[src/rtl/simplez_pkg.sv]
// Shared constants for the Simplez 12-bit CPU control unit: opcodes, sequencer
// state encodings and ALU function codes.
package simplez_pkg;

    localparam int DATAW = 12;
    localparam int ADDRW = 9;

    localparam logic [2:0] ST   = 3'o0;
    localparam logic [2:0] LD   = 3'o1;
    localparam logic [2:0] ADD  = 3'o2;
    localparam logic [2:0] BR   = 3'o3;
    localparam logic [2:0] BZ   = 3'o4;
    localparam logic [2:0] CLR  = 3'o5;
    localparam logic [2:0] DEC  = 3'o6;
    localparam logic [2:0] HALT = 3'o7;

    typedef enum logic [2:0] {
        R0 = 3'd0,
        R1 = 3'd1,
        I0 = 3'd2,
        I1 = 3'd3,
        O0 = 3'd4,
        O1 = 3'd5,
        H  = 3'd6
    } state_t;

    localparam logic [1:0] ALU_TRA2 = 2'b00;
    localparam logic [1:0] ALU_SUM  = 2'b01;
    localparam logic [1:0] ALU_DEC1 = 2'b10;
    localparam logic [1:0] ALU_CLR  = 2'b11;

endpackage

[src/rtl/simplez_udecode.sv]
// Combinational microorder decoder: maps sequencer state, opcode, z flag and
// the memory handshake onto the Simplez datapath control lines.
module simplez_udecode (
    input  logic [2:0] i_state,
    input  logic [2:0] i_opcode,
    input  logic       i_z,
    input  logic       i_mem_rdy,
    input  logic       i_armed,
    output logic       o_lec,
    output logic       o_esc,
    output logic       o_era,
    output logic       o_eri,
    output logic       o_sri,
    output logic       o_incp,
    output logic       o_ecp,
    output logic       o_ccp,
    output logic       o_scp,
    output logic       o_eac,
    output logic       o_sac,
    output logic [1:0] o_alu,
    output logic       o_stop
);
    import simplez_pkg::*;

    always_comb begin
        // NOTE: every output gets a default first so no path through the case infers a latch.
        o_lec  = 1'b0;
        o_esc  = 1'b0;
        o_era  = 1'b0;
        o_eri  = 1'b0;
        o_sri  = 1'b0;
        o_incp = 1'b0;
        o_ecp  = 1'b0;
        o_ccp  = 1'b0;
        o_scp  = 1'b0;
        o_eac  = 1'b0;
        o_sac  = 1'b0;
        o_alu  = ALU_TRA2;
        o_stop = 1'b0;
        case (state_t'(i_state))
            R0: o_ccp = 1'b1;
            R1: begin o_scp = 1'b1; o_era = 1'b1; end
            I0: if (i_armed) begin
                o_lec = 1'b1;
                if (i_mem_rdy) begin o_eri = 1'b1; o_incp = 1'b1; end
            end
            I1: case (i_opcode)
                ST, LD, ADD: begin o_sri = 1'b1; o_era = 1'b1; end
                BR:          begin o_sri = 1'b1; o_era = 1'b1; o_ecp = 1'b1; end
                BZ: if (i_z) begin o_sri = 1'b1; o_era = 1'b1; o_ecp = 1'b1; end
                    else     begin o_scp = 1'b1; o_era = 1'b1; end
                CLR: begin o_alu = ALU_CLR;  o_eac = 1'b1; o_scp = 1'b1; o_era = 1'b1; end
                DEC: begin o_alu = ALU_DEC1; o_eac = 1'b1; o_scp = 1'b1; o_era = 1'b1; end
                HALT: ;
            endcase
            // Operand phase: the AC load only fires in the cycle the memory completes.
            O0: case (i_opcode)
                ST:  begin o_sac = 1'b1; o_esc = 1'b1; end
                LD:  begin o_lec = 1'b1; if (i_mem_rdy) begin o_alu = ALU_TRA2; o_eac = 1'b1; end end
                ADD: begin o_lec = 1'b1; if (i_mem_rdy) begin o_alu = ALU_SUM;  o_eac = 1'b1; end end
                default: ;
            endcase
            O1: begin o_scp = 1'b1; o_era = 1'b1; end
            H:  o_stop = 1'b1;
            default: ;
        endcase
    end

endmodule

[src/rtl/simplez_seq.sv]
// Simplez control unit: falling-edge sequencer with memory wait timeout and
// sticky bus error. Optional single-step control under SIMPLEZ_SEQ_STEP_EN.
module simplez_seq #(
    parameter int TMO   = 15,
    parameter int WAITW = 4
) (
`ifdef SIMPLEZ_SEQ_STEP_EN
    input  logic       step,
`endif
    input  logic       clk,
    input  logic       rstn,
    input  logic [2:0] opcode,
    input  logic       z,
    input  logic       mem_rdy,
    output logic       lec,
    output logic       esc,
    output logic       era,
    output logic       eri,
    output logic       sri,
    output logic       incp,
    output logic       ecp,
    output logic       ccp,
    output logic       scp,
    output logic       eac,
    output logic       sac,
    output logic [1:0] alu,
    output logic       stop,
    output logic       berr,
    output logic [2:0] state_o
);
    import simplez_pkg::*;

    localparam logic [WAITW-1:0] TMO_W = WAITW'(TMO);

    state_t           r_state;
    state_t           w_state_nxt;
    logic [WAITW-1:0] r_wait;
    logic [WAITW-1:0] w_wait_inc;
    logic             r_berr;
    logic             w_armed;
    logic             w_i0_done;
    logic             w_waiting;
    logic             w_timeout;

`ifdef SIMPLEZ_SEQ_STEP_EN
    logic r_step_d;
    logic r_step_arm;

    // A new step edge wins over the clear so an edge coinciding with a fetch is not lost.
    always_ff @(negedge clk) begin
        if (!rstn) begin
            r_step_d   <= 1'b0;
            r_step_arm <= 1'b0;
        end else begin
            r_step_d <= step;
            if (step && !r_step_d) r_step_arm <= 1'b1;
            else if (w_i0_done)    r_step_arm <= 1'b0;
        end
    end

    assign w_armed = r_step_arm;
`else
    assign w_armed = 1'b1;
`endif

    assign w_i0_done  = (r_state == I0) && w_armed && mem_rdy;
    assign w_waiting  = (((r_state == I0) && w_armed) || (r_state == O0)) && !mem_rdy;
    assign w_wait_inc = r_wait + 1'b1;
    assign w_timeout  = (TMO != 0) && w_waiting && (w_wait_inc == TMO_W);

    always_comb begin
        w_state_nxt = r_state;
        case (r_state)
            R0: w_state_nxt = R1;
            R1: w_state_nxt = I0;
            I0: if (w_i0_done) w_state_nxt = I1;
            I1: case (opcode)
                ST, LD, ADD:       w_state_nxt = O0;
                BR, BZ, CLR, DEC:  w_state_nxt = I0;
                HALT:              w_state_nxt = H;
            endcase
            O0: if (mem_rdy) w_state_nxt = O1;
            O1: w_state_nxt = I0;
            H:  w_state_nxt = H;
            default: w_state_nxt = R0;
        endcase
        if (w_timeout) w_state_nxt = H;
    end

    always_ff @(negedge clk) begin
        // NOTE: sequential state uses non-blocking assignments so every register samples pre-edge values.
        if (!rstn) begin
            r_state <= R0;
            r_wait  <= '0;
            r_berr  <= 1'b0;
        end else begin
            r_state <= w_state_nxt;
            r_wait  <= w_waiting ? w_wait_inc : '0;
            if (w_timeout) r_berr <= 1'b1;
        end
    end

    simplez_udecode u_udecode (
        .i_state   (r_state),
        .i_opcode  (opcode),
        .i_z       (z),
        .i_mem_rdy (mem_rdy),
        .i_armed   (w_armed),
        .o_lec     (lec),
        .o_esc     (esc),
        .o_era     (era),
        .o_eri     (eri),
        .o_sri     (sri),
        .o_incp    (incp),
        .o_ecp     (ecp),
        .o_ccp     (ccp),
        .o_scp     (scp),
        .o_eac     (eac),
        .o_sac     (sac),
        .o_alu     (alu),
        .o_stop    (stop)
    );

    assign berr    = r_berr;
    assign state_o = r_state;

endmodule

[config.mk]
export PLATFORM = sky130hd
export DESIGN_NAME = simplez_seq
export DESIGN_NICKNAME = d
export VERILOG_FILES = /design/src/rtl/simplez_pkg.sv /design/src/rtl/simplez_udecode.sv /design/src/rtl/simplez_seq.sv
export SDC_FILE = /design/constraint.sdc
export NUM_CORES = 1
export LEC_CHECK = 0
export ABC_AREA = 1
export BUFFER_PORTS_ARGS = -buffer_cell sky130_fd_sc_hd__clkbuf_2
export CAP_MARGIN = 20
export CORE_MARGIN = 1.5
export CORE_UTILIZATION = 40
export DETAILED_ROUTE_END_ITERATION = 10
export GPL_TIMING_DRIVEN = 0
export PLACE_DENSITY = 0.72
export SYNTH_ARGS = -nofsm -noshare
export SYNTH_HDL_FRONTEND = slang
export SYNTH_SLANG_ARGS = --single-unit
[constraint.sdc]
create_clock -name clk -period 1.1 [get_ports clk]
set_input_delay 0 -clock clk [delete_from_list [all_inputs] [get_ports clk]]
set_output_delay 0 -clock clk [all_outputs]
set_load 0.01 [all_outputs]
==> out/qor.yml <==
cp_max_fo: 6
htreeDepth: 1
dr.pass1.iters: 4
nFillCells: 106
post-place-ws_ns: -0.528
die-height_um: 41.3
whs_ns: 0.316
worstSetupStartpointType: "flop"
netlist_instances: 93
power_density_mw_per_mm2: 1090
fin_cells: 150
maxCapViolations: 0
yosysTopAreaCell: "dfxtp_1"
yosys-top-cells-count: "inv_1, nand2_1, nor2_1, dfxtp_1, nand3_1"
finalMaxSlewViolations: 0
die_area_mm2: 0.00171
placed_area_um2: 812
internal-power_w: 0.000638
switching_power_w: 0.000442
grt_max_degree: 8
n_antenna_cell: 0
required_ns: 1.10
drtIter0Drc: 13
p_leak_nw: 0.508
dp.cells: 132
cts_tree: "built"
grt_pass1_vias: 649
arrival_ns: 1.89
crit_type: "reg2out"
wl_mm: 1.64
finalHoldViolCount: 0
vias: 751
ctsRootBufferMaster: "clkbuf_4"
netlist_area_um2: 588
ys_warn_count: 0
clkPwrFrac_pct: 32.0
ys_async_sr_fraction_pct: 0
synth_area_leaders: "dfxtp_1, inv_1, nand2_1"
rsz0062_at_grt: "yes"
crit_path_end_kind: "primary output"
seq_power_share_pct: 32.5
cpPeakStageDelay_ns: 0.39
crit_family: "flip-flops"
grt.total_usage_pct: 21.6
start_util_pct: 44.1
numPortBuffers: 24
grt_pass1_wl_mm: 2.38
hold_class: "in2out"
violations: "setup timing"
syn_avg_cell_area_um2: 6.32
final_nets: 146
cts_sinks: 8
worstSkewPairLatency_ns: 0.33
cts_max_path_buffers: 2
tightest_slew_ns: 0.215
core_mm2: 0.00133
cts_inserted_buffers: 3
peakVddDrop_v: 0.000744
cts.reportedPaths.clkPinSlew_ns: 0.03
clock_skew_ns: 0.0132
cp.buffers_inverters: 1
postCtsHoldBufs: 0
die-width_um: 41.3
ant_nets: 0
comb_power_share_pct: 35.4
synth.top_cell.area_share_pct: 27.2
slowest_stage: "dfxtp_4"
relSlewSlack_pct: 85.6
dpl.hpwl_mm: 1.08
synthDistinctLibCells: 21
outcome: "finished, violations left"
crit_chain: "nand2_4, nor2_4, nand3_4, o22ai_2, buf_2"
row_count: 13
antenna_found_initial: 0
syn-num-nets: 102
place.gp.congestion: 0.700
drc: 0
final_area_um2: 990
synth_top_flop_cell: "dfxtp_1"
finalSetupViolCount: 22
worst_slack_ns: -0.787
area_growth_pct: 68.3
synth_seq_cells: 8
layout-drive-gt1-share_pct: 52.6
p_sw_share_pct: 40.9
wl_per_cell_um: 11.0
vias_per_cell: 5.01
yosysSeqAreaShare_pct: 27.2
overflow: 0
synth_edf_count: 0
io_pins: 25
finalSetupTns_ns: -11.35
[cells by family (layout without fill, tap and decap cells)]
logic type,Yosys count,after routing,synth area share (%)
buf+inv,21,63,14.7
compound gates,14,14,14.5
fa+ha+maj,2,2,4.25
flops,8,8,27.2
simple gates,48,48,39.4
[worst register-to-register path, stage by stage, from the launching register on]
cell     delay [ns]
dfxtp_4        0.36
buf_4          0.14
nor2_1         0.15
nand3_2        0.11
nand2_4        0.10
nand2_4        0.08
nand2_2        0.07
nand2_1        0.04
inv_1          0.04
[path summary, 6_finish.rpt]
kind         startpoint         end  slack (ns)  depth (start not counted)
max          state_o[0]         eac       -0.79                          5
min           opcode[1]      alu[0]        0.32                          3
max reg2reg  state_o[1]  state_o[1]       -0.05                          8
min reg2reg   r_wait[0]   r_wait[0]        0.45                          1
[routing by layer]
metal  wire (um)  vias up  GRT usage, %
li1            -      387             -
met3          71        5          5.85
met2         823       22          39.5
met1         717      337          20.6
met4          30        0          15.3
met5           0        -             0
[stage by stage]
step / utilization, % / total power [W]
2_1_floorplan: - / 0.000597
3_3_place_gp: 60.9 / 0.000698
3_5_place_dp: 60.9 / 0.000701
4_1_cts: 72.4 / 0.00107
5_1_grt: 74.2 / 0.00118
6_report: 74.2 / 0.00108
[repair_timing]
action / CTS / global route
gates resized for setup: 14 / 17
setup endpoints to repair: 21 / 26
setup buffers: 8 / 0
gates cloned: 0 / 0
pin swaps: 6 / 1
[cell type report]
class                      instances  area (um2)  area share (%)
sequential                         8         175            17.7
clock buffer                       3        22.5            2.28
tap                               15        18.8            1.90
timing repair buffer              32         213            21.5
buffer                             2        15.0            1.52
clock inverter                     8        30.0            3.03
inverter                          18        81.3            8.22
multi-input combinational         64         434            43.9
[power groups by stage]
| stage | logic (W) | registers [W] | clock network, W |
|---|---|---|---|
| 2_1_floorplan | 0.000196 | 0.000351 | 0.0000502 |
| 3_3_place_gp | 0.000298 | 0.000349 | 0.0000502 |
| 3_5_place_dp | 0.000301 | 0.000350 | 0.0000502 |
| 4_1_cts | 0.000361 | 0.000348 | 0.000356 |
| 5_1_grt | 0.000419 | 0.000353 | 0.000410 |
| 6_report | 0.000383 | 0.000352 | 0.000346 |
[sequential cells by signal (all words and copies together), names as in the netlist]
name / cells
r_wait: 4
state_o: 3
berr: 1
[cells in the final DEF (no fill, tap or decap)]
cell type and count:
nor4_4 1, buf_2 9, a31oi_1 1, nand3_1 6
inv_4 2, inv_2 1, dfxtp_1 2, dfxtp_2 3
o21ai_2 1, clkbuf_2 11, inv_1 21, nand2_4 4
a21oi_1 1, o22ai_2 1, a21oi_2 5, nor2_2 3
nand4_1 3, nor3_1 2, nor2_1 7, buf_4 8
o21ai_1 1, inv_6 1, clkbuf_4 3, o22ai_1 1
nand2_1 14, ha_1 2, clkinvlp_4 1, buf_6 6
nand3_4 1, o21ai_0 3, dfxtp_4 3, nand3_2 2
nand2_2 2, nor2_4 3
Note: power is estimated with default switching activity, not from simulation.
